### config.mk
export PLATFORM = sky130hd
export DESIGN_NAME = hilo_muldiv_unit
export DESIGN_NICKNAME = d
export VERILOG_FILES = /design/src/rtl/hilo_muldiv_unit.sv
export SDC_FILE = /design/constraint.sdc
export NUM_CORES = 1
export LEC_CHECK = 0
export ABC_CLOCK_PERIOD_IN_PS = 7300
export BUFFER_PORTS_ARGS = -buffer_cell sky130_fd_sc_hd__buf_2
export CORE_MARGIN = 2
export CORE_UTILIZATION = 55
export CTS_BUF_LIST = sky130_fd_sc_hd__clkbuf_8 sky130_fd_sc_hd__clkbuf_16
export DETAILED_ROUTE_END_ITERATION = 8
export MAX_ROUTING_LAYER = met4
export PLACE_DENSITY = 0.77
export SETUP_SLACK_MARGIN = 0.5
export SLEW_MARGIN = 10
export SYNTH_ARGS = -nofsm -noshare
export SYNTH_HDL_FRONTEND = slang
export SYNTH_SLANG_ARGS = --single-unit
### constraint.sdc
create_clock -name clk -period 7.3 [get_ports clk]
set_input_delay 1.46 -clock clk [delete_from_list [all_inputs] [get_ports clk]]
set_output_delay 1.46 -clock clk [all_outputs]
set_load 0.02 [all_outputs]
### src/rtl/hilo_muldiv_unit.sv
// hilo_muldiv_unit
// Iterative unsigned MULTU/DIVU engine that owns the HI/LO register pair.
// Multiply is shift-add, divide is restoring, and each takes WIDTH RUN cycles.
// DIVU by zero completes in one cycle with hi = dividend and lo = all-ones.
// MFHI/MFLO reads are combinational. Reads stall while an operation is in flight.

module hilo_muldiv_unit #(
    parameter int WIDTH = 32,
    parameter int CNT_W = 6
) (
    input  logic             clk,
    input  logic             rst_n,
    input  logic             start,
    input  logic             div_sel,
    input  logic [WIDTH-1:0] op_a,
    input  logic [WIDTH-1:0] op_b,
    input  logic             flush,
    input  logic [1:0]       lh_sel,
    output logic [WIDTH-1:0] lh_data,
    output logic             busy,
    output logic             lh_stall,
    output logic             done,
    output logic [WIDTH-1:0] hi,
    output logic [WIDTH-1:0] lo
);

    typedef enum logic [1:0] {
        ST_IDLE = 2'b00,
        ST_RUN  = 2'b01,
        ST_DONE = 2'b10
    } state_t;

    state_t             state_r;
    logic [CNT_W-1:0]   cnt_r;
    logic               div_r;       // latched operation kind
    logic [WIDTH-1:0]   opnd_r;      // multiplicand or divisor
    logic [WIDTH-1:0]   acc_hi_r;    // product upper half or partial remainder
    logic [WIDTH-1:0]   acc_lo_r;    // multiplier/product lower half or quotient
    logic [WIDTH-1:0]   hi_r;
    logic [WIDTH-1:0]   lo_r;
    logic               busy_r;
    logic               done_r;

    logic [WIDTH:0]     mul_sum_s;
    logic [WIDTH:0]     rem_sh_s;
    logic [WIDTH-1:0]   div_diff_s;
    logic               div_ge_s;
    logic [WIDTH-1:0]   acc_hi_nxt_s;
    logic [WIDTH-1:0]   acc_lo_nxt_s;
    logic [WIDTH-1:0]   lh_data_s;

    localparam logic [CNT_W-1:0] LAST_ITER = CNT_W'(WIDTH - 1);

    // One iteration of the shift-add multiply or restoring divide.
    always_comb begin
        mul_sum_s    = {1'b0, acc_hi_r};
        rem_sh_s     = {acc_hi_r, acc_lo_r[WIDTH-1]};
        div_diff_s   = rem_sh_s[WIDTH-1:0] - opnd_r;
        div_ge_s     = (rem_sh_s >= {1'b0, opnd_r});
        acc_hi_nxt_s = acc_hi_r;
        acc_lo_nxt_s = acc_lo_r;
        if (acc_lo_r[0]) begin
            mul_sum_s = {1'b0, acc_hi_r} + {1'b0, opnd_r};
        end else begin
            mul_sum_s = {1'b0, acc_hi_r};
        end
        if (div_r) begin
            // The remainder always stays below the divisor, so WIDTH bits hold it.
            if (div_ge_s) begin
                acc_hi_nxt_s = div_diff_s;
                acc_lo_nxt_s = {acc_lo_r[WIDTH-2:0], 1'b1};
            end else begin
                acc_hi_nxt_s = rem_sh_s[WIDTH-1:0];
                acc_lo_nxt_s = {acc_lo_r[WIDTH-2:0], 1'b0};
            end
        end else begin
            acc_hi_nxt_s = mul_sum_s[WIDTH:1];
            acc_lo_nxt_s = {mul_sum_s[0], acc_lo_r[WIDTH-1:1]};
        end
    end

    // Sequencer FSM with its datapath registers and registered busy/done outputs.
    always_ff @(posedge clk or negedge rst_n) begin
        if (!rst_n) begin
            state_r  <= ST_IDLE;
            cnt_r    <= {CNT_W{1'b0}};
            div_r    <= 1'b0;
            opnd_r   <= {WIDTH{1'b0}};
            acc_hi_r <= {WIDTH{1'b0}};
            acc_lo_r <= {WIDTH{1'b0}};
            hi_r     <= {WIDTH{1'b0}};
            lo_r     <= {WIDTH{1'b0}};
            busy_r   <= 1'b0;
            done_r   <= 1'b0;
        end else begin
            case (state_r)
                ST_IDLE, ST_DONE: begin
                    done_r <= 1'b0;
                    busy_r <= 1'b0;
                    state_r <= ST_IDLE;
                    // A flush in the same cycle suppresses the request.
                    if (start && !flush) begin
                        if (div_sel && (op_b == {WIDTH{1'b0}})) begin
                            state_r <= ST_DONE;
                            hi_r    <= op_a;
                            lo_r    <= {WIDTH{1'b1}};
                            done_r  <= 1'b1;
                        end else begin
                            state_r  <= ST_RUN;
                            busy_r   <= 1'b1;
                            cnt_r    <= {CNT_W{1'b0}};
                            div_r    <= div_sel;
                            acc_hi_r <= {WIDTH{1'b0}};
                            if (div_sel) begin
                                opnd_r   <= op_b;
                                acc_lo_r <= op_a;
                            end else begin
                                opnd_r   <= op_a;
                                acc_lo_r <= op_b;
                            end
                        end
                    end
                end
                ST_RUN: begin
                    done_r <= 1'b0;
                    if (flush) begin
                        state_r <= ST_IDLE;
                        busy_r  <= 1'b0;
                    end else begin
                        acc_hi_r <= acc_hi_nxt_s;
                        acc_lo_r <= acc_lo_nxt_s;
                        if (cnt_r == LAST_ITER) begin
                            state_r <= ST_DONE;
                            busy_r  <= 1'b0;
                            done_r  <= 1'b1;
                            hi_r    <= acc_hi_nxt_s;
                            lo_r    <= acc_lo_nxt_s;
                        end else begin
                            cnt_r <= cnt_r + CNT_W'(1);
                        end
                    end
                end
                default: begin
                    state_r <= ST_IDLE;
                    busy_r  <= 1'b0;
                    done_r  <= 1'b0;
                end
            endcase
        end
    end

    // MFHI/MFLO read mux; the reserved encoding reads as zero.
    always_comb begin
        lh_data_s = {WIDTH{1'b0}};
        case (lh_sel)
            2'b01:   lh_data_s = lo_r;
            2'b10:   lh_data_s = hi_r;
            default: lh_data_s = {WIDTH{1'b0}};
        endcase
    end

    assign lh_data  = lh_data_s;
    assign lh_stall = busy_r & (lh_sel != 2'b00);
    assign busy     = busy_r;
    assign done     = done_r;
    assign hi       = hi_r;
    assign lo       = lo_r;

endmodule

Word-level counts from Yosys, hierarchy flattened
Cells that the tools add are included.

storage, ports and cells
  register bits after elaboration = 171
  bits of input ports = 71
  output and inout bits = 99
  word-level logic and storage cells = 86

cells by class
  $add $sub $neg = 3
  $lt $le $gt $ge = 1
  eq/ne operators = 12
  mux-type cells = 46
  bitwise logic cells = 2
  reductions and logical operators = 12

operator list
  kind                   number
  $mux W32               19
  $pmux W32 S2           5
  $add A32 B32 Y33       1
  $ge A33 B32 Y1         1
  $mux W33               1
  $logic_not A32 Y1      1
  $sub A32 B32 Y32       1
  $mux W6                4
  $ne A2 B2 Y1 const B   6
  $pmux W6 S2            1
  $reduce_and A5 Y1      2
  $mux W1                9
  $mux W2                4
  $add A6 B1 Y6 const B  1
  $eq A6 B5 Y1 const B   1
  $eq A2 B1 Y1 const B   2
  $eq A2 B2 Y1 const B   2
  $pmux W1 S2            2
  $pmux W2 S2            1
  $reduce_and A4 Y1      1
  $reduce_bool A2 Y1     2
  $ne A3 B3 Y1 const B   1
  $reduce_and A3 Y1      1
  $logic_and A1 B1 Y1    2
  5 further kinds        5

Longest topological paths before layout
Gate-level depths: netlist of the first run.

  word-level depth = 6
  mapped depth = 15

Worst setup path before layout of the first run
OpenSTA, ideal clock, no wires.

  path type = input port to output port
  start point = in lh_sel[0]
  end point = out lh_data[10]
  arrival time = 2.460 ns
  setup slack = 3.380 ns
  stages = 5
  path buffers = 1
  cells stage by stage = inv_1 > ha_1 > clkbuf_1 > a22oi_1 > nor2b_1

on the way
  cells in the longest elaborated chain, start to end = 2
  elaborated cells on any way between the ends = 3
  those cells by class = eq/ne (2); mux (1)

RTL lines
  what                                                 RTL line  RTL
  start, declared                                      18        input logic [1:0] lh_sel,
  $eq A2 B2 Y1 / $eq A2 B1 Y1 (equally long branches)  155       case (lh_sel)
  $pmux W32 S2 (*)                                     155
  end, declared                                        19        output logic [WIDTH-1:0] lh_data,

Every way passes the cells marked *; elsewhere a longest branch is shown, timed or not.

Worst setup path after layout of the first run
  start point = in lh_sel[0]
  end point = out lh_data[25]

Same word-level chain as after synthesis.

==> metrics.md, run 1 <==
| Metric | Value |
|---|---|
| Relative slew slack | `32.5%` |
| Core ar. | `22800 um2` |
| Reg2Reg Depth | `14` |
| Post-DRT Antenna Nets | `0` |
| Maximum clock insertion buffer count | `2` |
| Hold depth | `1` |
| Cell count after synthesis | `1502` |
| Die Width | `157 um` |
| RSZ-0062 raised after global routing | `no` |
| Commonest cells post-synth | `170 x dfrtp_1, 140 x nand2_1, 122 x a21oi_1` |
| Net Count, Synth | `1643` |
| Root buffer cell | `clkbuf_16` |
| Post-cts resize count | `0` |
| First-pass GRT wire length | `61900 um` |
| Placed insts | `1890` |
| Worst-path maximum fanout | `32` |
| Vias per cell | `6.35` |
| F_max | `0.233 GHz` |
| Diodes inserted | `0` |
| Synthesized flop and latch total | `170` |
| CTS buffer count | `17` |
| HPWL after detailed placement | `29100 um` |
| CP dominant cell by count | `buf_2` |
| Row Count | `55` |
| Largest net degree at the start of global routing | `105` |
| Fin Setup TNS | `0 ns` |
| Initial antenna violation count | `0` |
| Crit share post-route | `58.8%` |
| Post-synthesis sequential area ratio | `33.2%` |
| Reg2reg start | `acc_lo_r[31]$_DFFE_PN0P_` |
| HP Class | `reg2reg` |
| Hold Path End | `acc_lo_r[30]$_DFFE_PN0P_` |
| DR vias | `12200` |
| Number of setup buffers added after CTS | `0` |
| Clock tree from TritonCTS | `yes` |
| Min-Delay Startpoint | `acc_lo_r[30]$_DFFE_PN0P_` |
| Data required time of the worst path | `5.84 ns` |
| Ratio of cells with drive above 1 in the final layout | `15.1%` |
| Clock sink total | `170` |
| Asr flop ratio synth | `100%` |
| Number of synthesized flops with an enable pin | `0` |
| Die Y | `157 um` |
| Top routing layer used | `met4` |
| Area Growth Syn to Fin | `12.2%` |
| Final min period | `4.29 ns` |
| NumNets Final | `1737` |
| Initial Util | `56.3%` |
| Crit path cell chain | `buf_2 > inv_1 > ha_1 > nor2b_1 > buf_2` |
| Power per standard cell area | `462 nW/um2` |
| Routed len/inst | `20.6 um` |
| Slowest stage cell, crit path | `ha_1` |
| Worst Max-Slew Pin Slew | `1.01 ns` |
| Syn avg cell area | `8.54 um2` |
| Status | `finished clean` |
| Largest cells by area after synthesis | `dfrtp_1 33%, mux2i_1 7.3%, ha_1 6.6%` |
| Cell accounting for the most synthesized area | `dfrtp_1` |
| Critical Path Start Type | `input port` |
| Pleak | `7.20 nW` |
| Mapped cell area | `12800 um2` |
| Max incr delay on CP | `0.80 ns` |
| H-tree depth | `4` |
| Number of global-route vias before repair | `11500` |
| Yosys top cell area share | `33.2%` |
| Setup violations, final | `0` |
| Overflow after GRT | `0` |
| Top Ports | `170` |
| Synth cell types | `72` |
| Final Max Slew Viols | `0` |
| Yosys warnings | `0` |
| Met1 wire length | `16400 um` |
| Max_cap viols | `0` |
| Quantity of I/O buffers inserted on ports | `169` |
| Critical Path AT | `2.83 ns` |
| DIE AREA | `24500 um2` |
| Most common cell in the netlist | `dfrtp_1` |
| Final hold vios | `0` |
| Fin cells | `1921` |
| Layout Skew | `0.0168 ns` |
| Critical Path End Type | `output port` |
| VDD IR max | `367 uV` |
| Pre-antenna DRT Iters | `6` |
| DRC | `0` |
| Routed length on met3 | `2140 um` |
| GP Congestion | `0.984` |
| Hold-fix buffers, CTS | `0` |
| Initial DRC Count | `1173` |
| Clk pin slew, worst setup/hold paths | `0.07 ns` |
| Drt total wl | `39600 um` |
| Met2 wire length | `19100 um` |
| Clock insertion delay at the later pin of the skew report | `0.43 ns` |
| Reg2reg setup slack | `3.31 ns` |
| WS Path Type | `in2out` |
| Worst R2R End | `acc_hi_r[30]$_DFFE_PN0P_` |
| Main synth FF type | `dfrtp_1` |
| Total track usage | `33.2%` |
## worst max-delay path: cells and delay by family
kind                       cells  cell delay [ns]
adders and majority gates      1             0.80
buffers and inverters          3             0.33
and+or+nand+nor                1             0.23
## report_power, final
group,switching (mW),total [mW],internal (mW)
Combinational,2.50,4.11,1.61
Clock,0.410,0.967,0.557
Sequential,0.362,1.57,1.20
## logic make-up (layout without fill, tap and decap cells)
family / count (synthesis) / count (layout) / share of synthesized area [%]
AND/OR/NAND/NOR: 407 / 407 / 15.4
flip-flops: 170 / 170 / 33.2
buffers and inverters: 161 / 267 / 4.98
AO/OA/AOI/OAI: 539 / 539 / 27.9
adder cells (fa/ha/maj): 70 / 70 / 6.95
multiplexers: 100 / 100 / 7.87
XOR/XNOR: 55 / 55 / 3.76
## state kept, by name, indices dropped and copies added (netlist names)
| register | count |
|---|---|
| div_r | 1 |
| opnd_r | 32 |
| hi | 32 |
| lo | 32 |
| cnt_r | 6 |
| state_r | 2 |
| acc_hi_r | 32 |
| done | 1 |
| acc_lo_r | 32 |
## area by class of cell
| cell class | count | area [um2] |
|---|---|---|
| clock buffer | 18 | 439 |
| clock inverter | 13 | 181 |
| fill | 1942 | 8390 |
| inverter | 54 | 203 |
| multi-input combinational | 1171 | 7960 |
| sequential | 170 | 4260 |
| tap | 313 | 392 |
| timing repair buffer | 182 | 952 |
## metrics by stage
step	instance area (um2)	util (%)	power, mW	worst slack [ns]	hold slack [ns]
after floorplan	12800	-	4.59	3.38	0.450
after global placement	13800	60.4	5.48	2.78	0.461
after detailed placement	13800	60.4	5.58	2.65	0.466
after CTS	14400	63.1	6.57	2.63	0.496
after global routing	14400	63.2	7.11	2.91	0.521
final	14400	63.2	6.64	3.01	0.496
## layout by cell type (no fill, tap or decap), drive strengths merged, types with 13 or more instances in the layout
master | Yosys | layout
buf | 14 | 182
dfrtp | 170 | 170
nand2 | 140 | 140
a21oi | 123 | 123
o21ai | 101 | 101
mux2i | 94 | 94
a211oi | 89 | 89
nor2 | 79 | 79
a21o | 76 | 76
nor2b | 75 | 75
ha | 68 | 68
inv | 54 | 61
nand3 | 34 | 34
a22oi | 32 | 32
xnor2 | 29 | 29
xor2 | 26 | 26
o211ai | 21 | 21
clkbuf | 93 | 18
and3 | 14 | 14
a31oi | 13 | 13
## how the worst max path moves through the flow
stage	to	from	depth (start not counted)	slack, ns
CTS	lh_data[25]	lh_sel[0]	6	2.63
detailed placement	lh_data[25]	lh_sel[0]	6	2.65
global placement	lh_data[0]	lh_sel[0]	6	2.78
finish	lh_data[25]	lh_sel[0]	5	3.01
floorplan	lh_data[10]	lh_sel[0]	5	3.38
global route	lh_data[18]	lh_sel[0]	6	2.91
## metal layers
layer / global-route usage, % / up-vias
met2: 54.0 / 536
met1: 41.7 / 5853
met4: 15.7 / 0
met5: - / -
li1: - / 5685
met3: 3.60 / 124
No activity file was read; power rests on OpenSTA's default activity.
==> run 2: changes to the inputs <==
Settings changed: ABC_AREA from default to 1, ABC_CLOCK_PERIOD_IN_PS 7300 to 3860, PLACE_DENSITY 0.77 to 0.79.
Clock period 7.3 ns to 3.86 ns, I/O delays scaled along.
==> run 2 against run 1 <==
  * Core utilization decreased by 0.76 points
  * Sequential power rose by 97%
  * Largest power group unchanged
  * Clock skew grew 0.0046 ns
  * Flip-flop and latch count unchanged
  * Critical path type is now reg2reg
  * Power increased by 68%
  * Register-to-register slack worse by 2.6 ns
  * Area after synthesis grew 13%
  * Wire length increased by 37%
  * Worst setup slack worse by 2.3 ns
==> metrics.md, run 2 <==
| Metric | Value |
|---|---|
| Status | `finished clean` |
| Root buffer cell | `clkbuf_16` |
| Buf/Inv on CP | `1 (-2)` |
| Relative slew slack | `30.7% (-1.8 points)` |
| Max incr delay on CP | `0.51 ns (-0.29 ns)` |
| Power per standard cell area | `690 nW/um2 (+49%)` |
| Most common cell in the netlist | `nand2_1` |
| Post-Synth Simple-Gate Area | `35.5% (+20 points)` |
| Post-Route Utilization | `62.4% (-0.76 points)` |
| Total track usage | `40.5% (+7.3 points)` |
| Clock tree from TritonCTS | `yes` |
| Routed len/inst | `19.0 um (-7.8%)` |
| Die Y | `166 um (+6.2%)` |
| Die Width | `166 um (+6.2%)` |
| Largest net degree at the start of global routing | `88 (-16%)` |
| Number of setup buffers added after CTS | `0 (unchanged)` |
| RSZ-0062 raised after global routing | `no` |
| H-tree depth | `4 (unchanged)` |
| Crit path cell chain | `inv_1 > ha_1 > nand2_1 > nor2_1 > nand3_1 > nand3_2 > nand2_2 > nand2_2 > nand2_2 > nand2_8 > nand2_4 > nand2_1 > nand2_1 > nand2_1 > nand2_1 > a21oi_1` |
| Mapped cell area | `14500 um2 (+13%)` |
| Yosys warnings | `0 (unchanged)` |
| CP dominant cell by count | `nand2_1` |
| Sw Pwr | `5.90 mW (+81%)` |
| Sequential power share | `27.6% (+4.0 points)` |
| DR vias | `16300 (+34%)` |
| Row Count | `59 (+7.3%)` |
| Core ar. | `26000 um2 (+14%)` |
| Worst-path maximum fanout | `40 (+25%)` |
| DIE AREA | `27700 um2 (+13%)` |
| Net Count, Synth | `2535 (+54%)` |
| Ratio of cells with drive above 1 in the final layout | `10.5% (-4.6 points)` |
| Fin cells | `2859 (+49%)` |
| NumNets Final | `2653 (+53%)` |
| FF/Latch Area | `4260 um2 (about the same)` |
| Post-synthesis compound-gate area fraction | `16.0% (-12 points)` |
| Final min period | `3.11 ns` |
| Mux cell area share after synthesis | `0.0690% (-7.8 points)` |
| Placed insts | `2828 (+50%)` |
| HPWL after detailed placement | `41800 um (+44%)` |
| Slowest stage cell, crit path | `dfrtp_1` |
| Overflow after GRT | `0 (unchanged)` |
| Post-Synth Adder-Cell Area | `6.14% (-0.81 points)` |
| Critical Path Start Type | `flop` |
| Tot Pwr | `11.2 mW (+68%)` |
| Number of global-route vias before repair | `15400 (+34%)` |
| Synth cell types | `42 (-42%)` |
| First-pass GRT wire length | `85800 um (+38%)` |
| Data required time of the worst path | `4.24 ns (-1.60 ns)` |
| Commonest non-fill, non-tap cells in the layout | `863 x nand2_1, 343 x inv_1, 205 x nor2_1` |
| Post-synthesis sequential area ratio | `29.3% (-3.9 points)` |
| Clock sink total | `170 (unchanged)` |
| Logic pwr share | `56.7% (-5.2 points)` |
| GR Layer Usage met1 | `51.4% (+9.7 points)` |
| GP Congestion | `1.03 (+4.4%)` |
| Worst Max-Slew Pin Slew | `1.04 ns (+0.0276 ns)` |
| Clock insertion delay at the later pin of the skew report | `0.45 ns (+0.02 ns)` |
| Commonest non-fill, non-tap cell in the layout | `nand2_1` |
| Sw frac | `52.8% (+3.6 points)` |
| Diodes inserted | `0 (unchanged)` |
| Yosys top cell area share | `29.3% (-3.9 points)` |
| Cell accounting for the most synthesized area | `dfrtp_1` |
| Maximum clock insertion buffer count | `2 (unchanged)` |
| Drt total wl | `54400 um (+37%)` |
| Layout Skew | `0.0214 ns (+0.00462 ns)` |
| Area Growth Syn to Fin | `11.8%` |
| Quantity of I/O buffers inserted on ports | `169 (unchanged)` |
| Crit. path cell count | `16 (+11)` |
| Power share of the clock group | `15.7% (+1.1 points)` |
| Internal Pwr Total | `5.28 mW (+57%)` |
| CTS buffer count | `17 (unchanged)` |
| Commonest cells post-synth | `865 x nand2_1, 344 x inv_1, 205 x nor2_1` |
| Final Max Slew Viols | `0 (unchanged)` |
| Vias per cell | `5.71 (-10%)` |
| GR Util met2 | `64.5% (+11 points)` |
| WS Path Type | `reg2reg` |
| Post-cts resize count | `0 (unchanged)` |
| Setup violations, final | `0 (unchanged)` |
| Fillcell total | `2639 (+36%)` |
| Clk pin slew, worst setup/hold paths | `0.08 ns (about the same)` |
| Max_cap viols | `0 (unchanged)` |
| Largest cells by area after synthesis | `dfrtp_1 29%, nand2_1 22%, inv_1 8.9%` |
| Initial antenna violation count | `0 (unchanged)` |
| Largest family of logic cells by synthesized area | `simple AND/OR/NAND/NOR gates` |
| Worst hold slack | `0.291 ns (-0.205 ns)` |
| Crit path max-delay family | `simple AND/OR/NAND/NOR gates` |
| Critical Path End Type | `flop` |
| F_max | `0.322 GHz` |
| Synthesized flop and latch total | `170 (unchanged)` |
| Pre-antenna DRT Iters | `7 (+1)` |
| VDD IR max | `411 uV (+12%)` |
| Fin Setup TNS | `0 ns (unchanged)` |
| HP Class | `in2async` |
| Critical Path AT | `3.48 ns (+0.65 ns)` |
| Top Ports | `170 (unchanged)` |
| Reg2Reg Depth | `16 (+2)` |
| Cell count after synthesis | `2394 (+59%)` |
| Crit share post-route | `80.5%` |
| Hold-fix buffers, CTS | `0 (unchanged)` |
| Post-DRT Antenna Nets | `0 (unchanged)` |
| GR Util met3 | `4.50% (+0.90 points)` |
| Asr flop ratio synth | `100% (unchanged)` |
| Global route hottest layer | `met2` |
| Initial DRC Count | `1729 (+47%)` |
| Pleak | `8.95 nW (+24%)` |
| Final hold vios | `0 (unchanged)` |
| Post-synthesis xor/xnor area fraction | `0.906% (-2.9 points)` |
| DRC | `0 (unchanged)` |
| Number of synthesized flops with an enable pin | `0 (unchanged)` |
| Main synth FF type | `dfrtp_1` |
| Multi-input gate area | `8530 um2 (+7.2%)` |
| Initial Util | `55.8% (-0.46 points)` |
| Syn avg cell area | `6.06 um2 (-29%)` |
==> run 2: cell types whose count changed after synthesis, moves of 41 or more <==
| cell | before | now |
|---|---|---|
| a211oi_1 | 88 | 47 |
| a21o_1 | 76 | 3 |
| inv_1 | 54 | 344 |
| mux2i_1 | 94 | 1 |
| nand2_1 | 140 | 865 |
| nand3_1 | 34 | 141 |
| nor2_1 | 79 | 205 |
| nor2b_1 | 75 | 0 |
| o21ai_1 | 10 | 57 |
==> run 2: metal layers <==
layer,share of wire [%],wire length (um)
met4,5.7,3080
met5,0,0
met3,7.6,4130
met1,41,22200
met2,46,25000
==> run 2: through the flow <==
stage               area, um2  setup WS, ns
finish                  16200         0.754
global route            16200         0.579
CTS                     16200         0.555
detailed placement      15600         0.569
global placement        15600         0.569
floorplan               14500          1.34
==> run 2: final cells by class <==
class	instances	share of cell area, %
multi-input combinational	1770	52.6
sequential	170	26.2
inverter	358	8.29
timing repair buffer	195	6.69
clock buffer	17	2.62
tap	335	2.59
clock inverter	14	0.934
==> run 2: kinds of logic (layout without fill, tap and decap cells) <==
logic type | count (synthesis) | after routing
buffers and inverters | 454 | 584
adders and majority gates | 70 | 70
AOI/OAI and AO/OA | 411 | 411
muxes | 1 | 1
xor gates and xnor gates | 15 | 15
and+or+nand+nor | 1273 | 1273
DFF | 170 | 170
==> run 2: worst register-to-register path: cells and delay by family (launching register included) <==
family	cells	cell delay (ns)
simple gates	13	1.86
flops	1	0.51
fa+ha+maj	1	0.39
compound gates	1	0.22
buf+inv	1	0.08
==> run 2: power groups by stage <==
stage / Combinational, mW / Clock (mW) / Sequential (mW)
5_1_grt: 7.04 / 1.83 / 3.14
3_3_place_gp: 6.13 / 0 / 3.08
4_1_cts: 6.23 / 1.77 / 3.06
3_5_place_dp: 6.19 / 0 / 3.09
6_report: 6.34 / 1.76 / 3.09
2_1_floorplan: 3.96 / 0 / 3.28
==> run 2: final timing paths <==
| check | end | from | slack, ns |
|---|---|---|---|
| worst max register to register | hi[25]$_DFFE_PN0P_ | opnd_r[3]$_DFFE_PN0P_ | 0.75 |
| min in group clk | acc_lo_r[14]$_DFFE_PN0P_ | acc_lo_r[14]$_DFFE_PN0P_ | 0.49 |
| max in group asynchronous | hi[6]$_DFFE_PN0P_ | rst_n | 2.50 |
| worst min register to register | acc_lo_r[14]$_DFFE_PN0P_ | acc_lo_r[14]$_DFFE_PN0P_ | 0.49 |
| worst min-delay path | opnd_r[1]$_DFFE_PN0P_ | rst_n | 0.29 |
| worst max-delay path | hi[25]$_DFFE_PN0P_ | opnd_r[3]$_DFFE_PN0P_ | 0.75 |
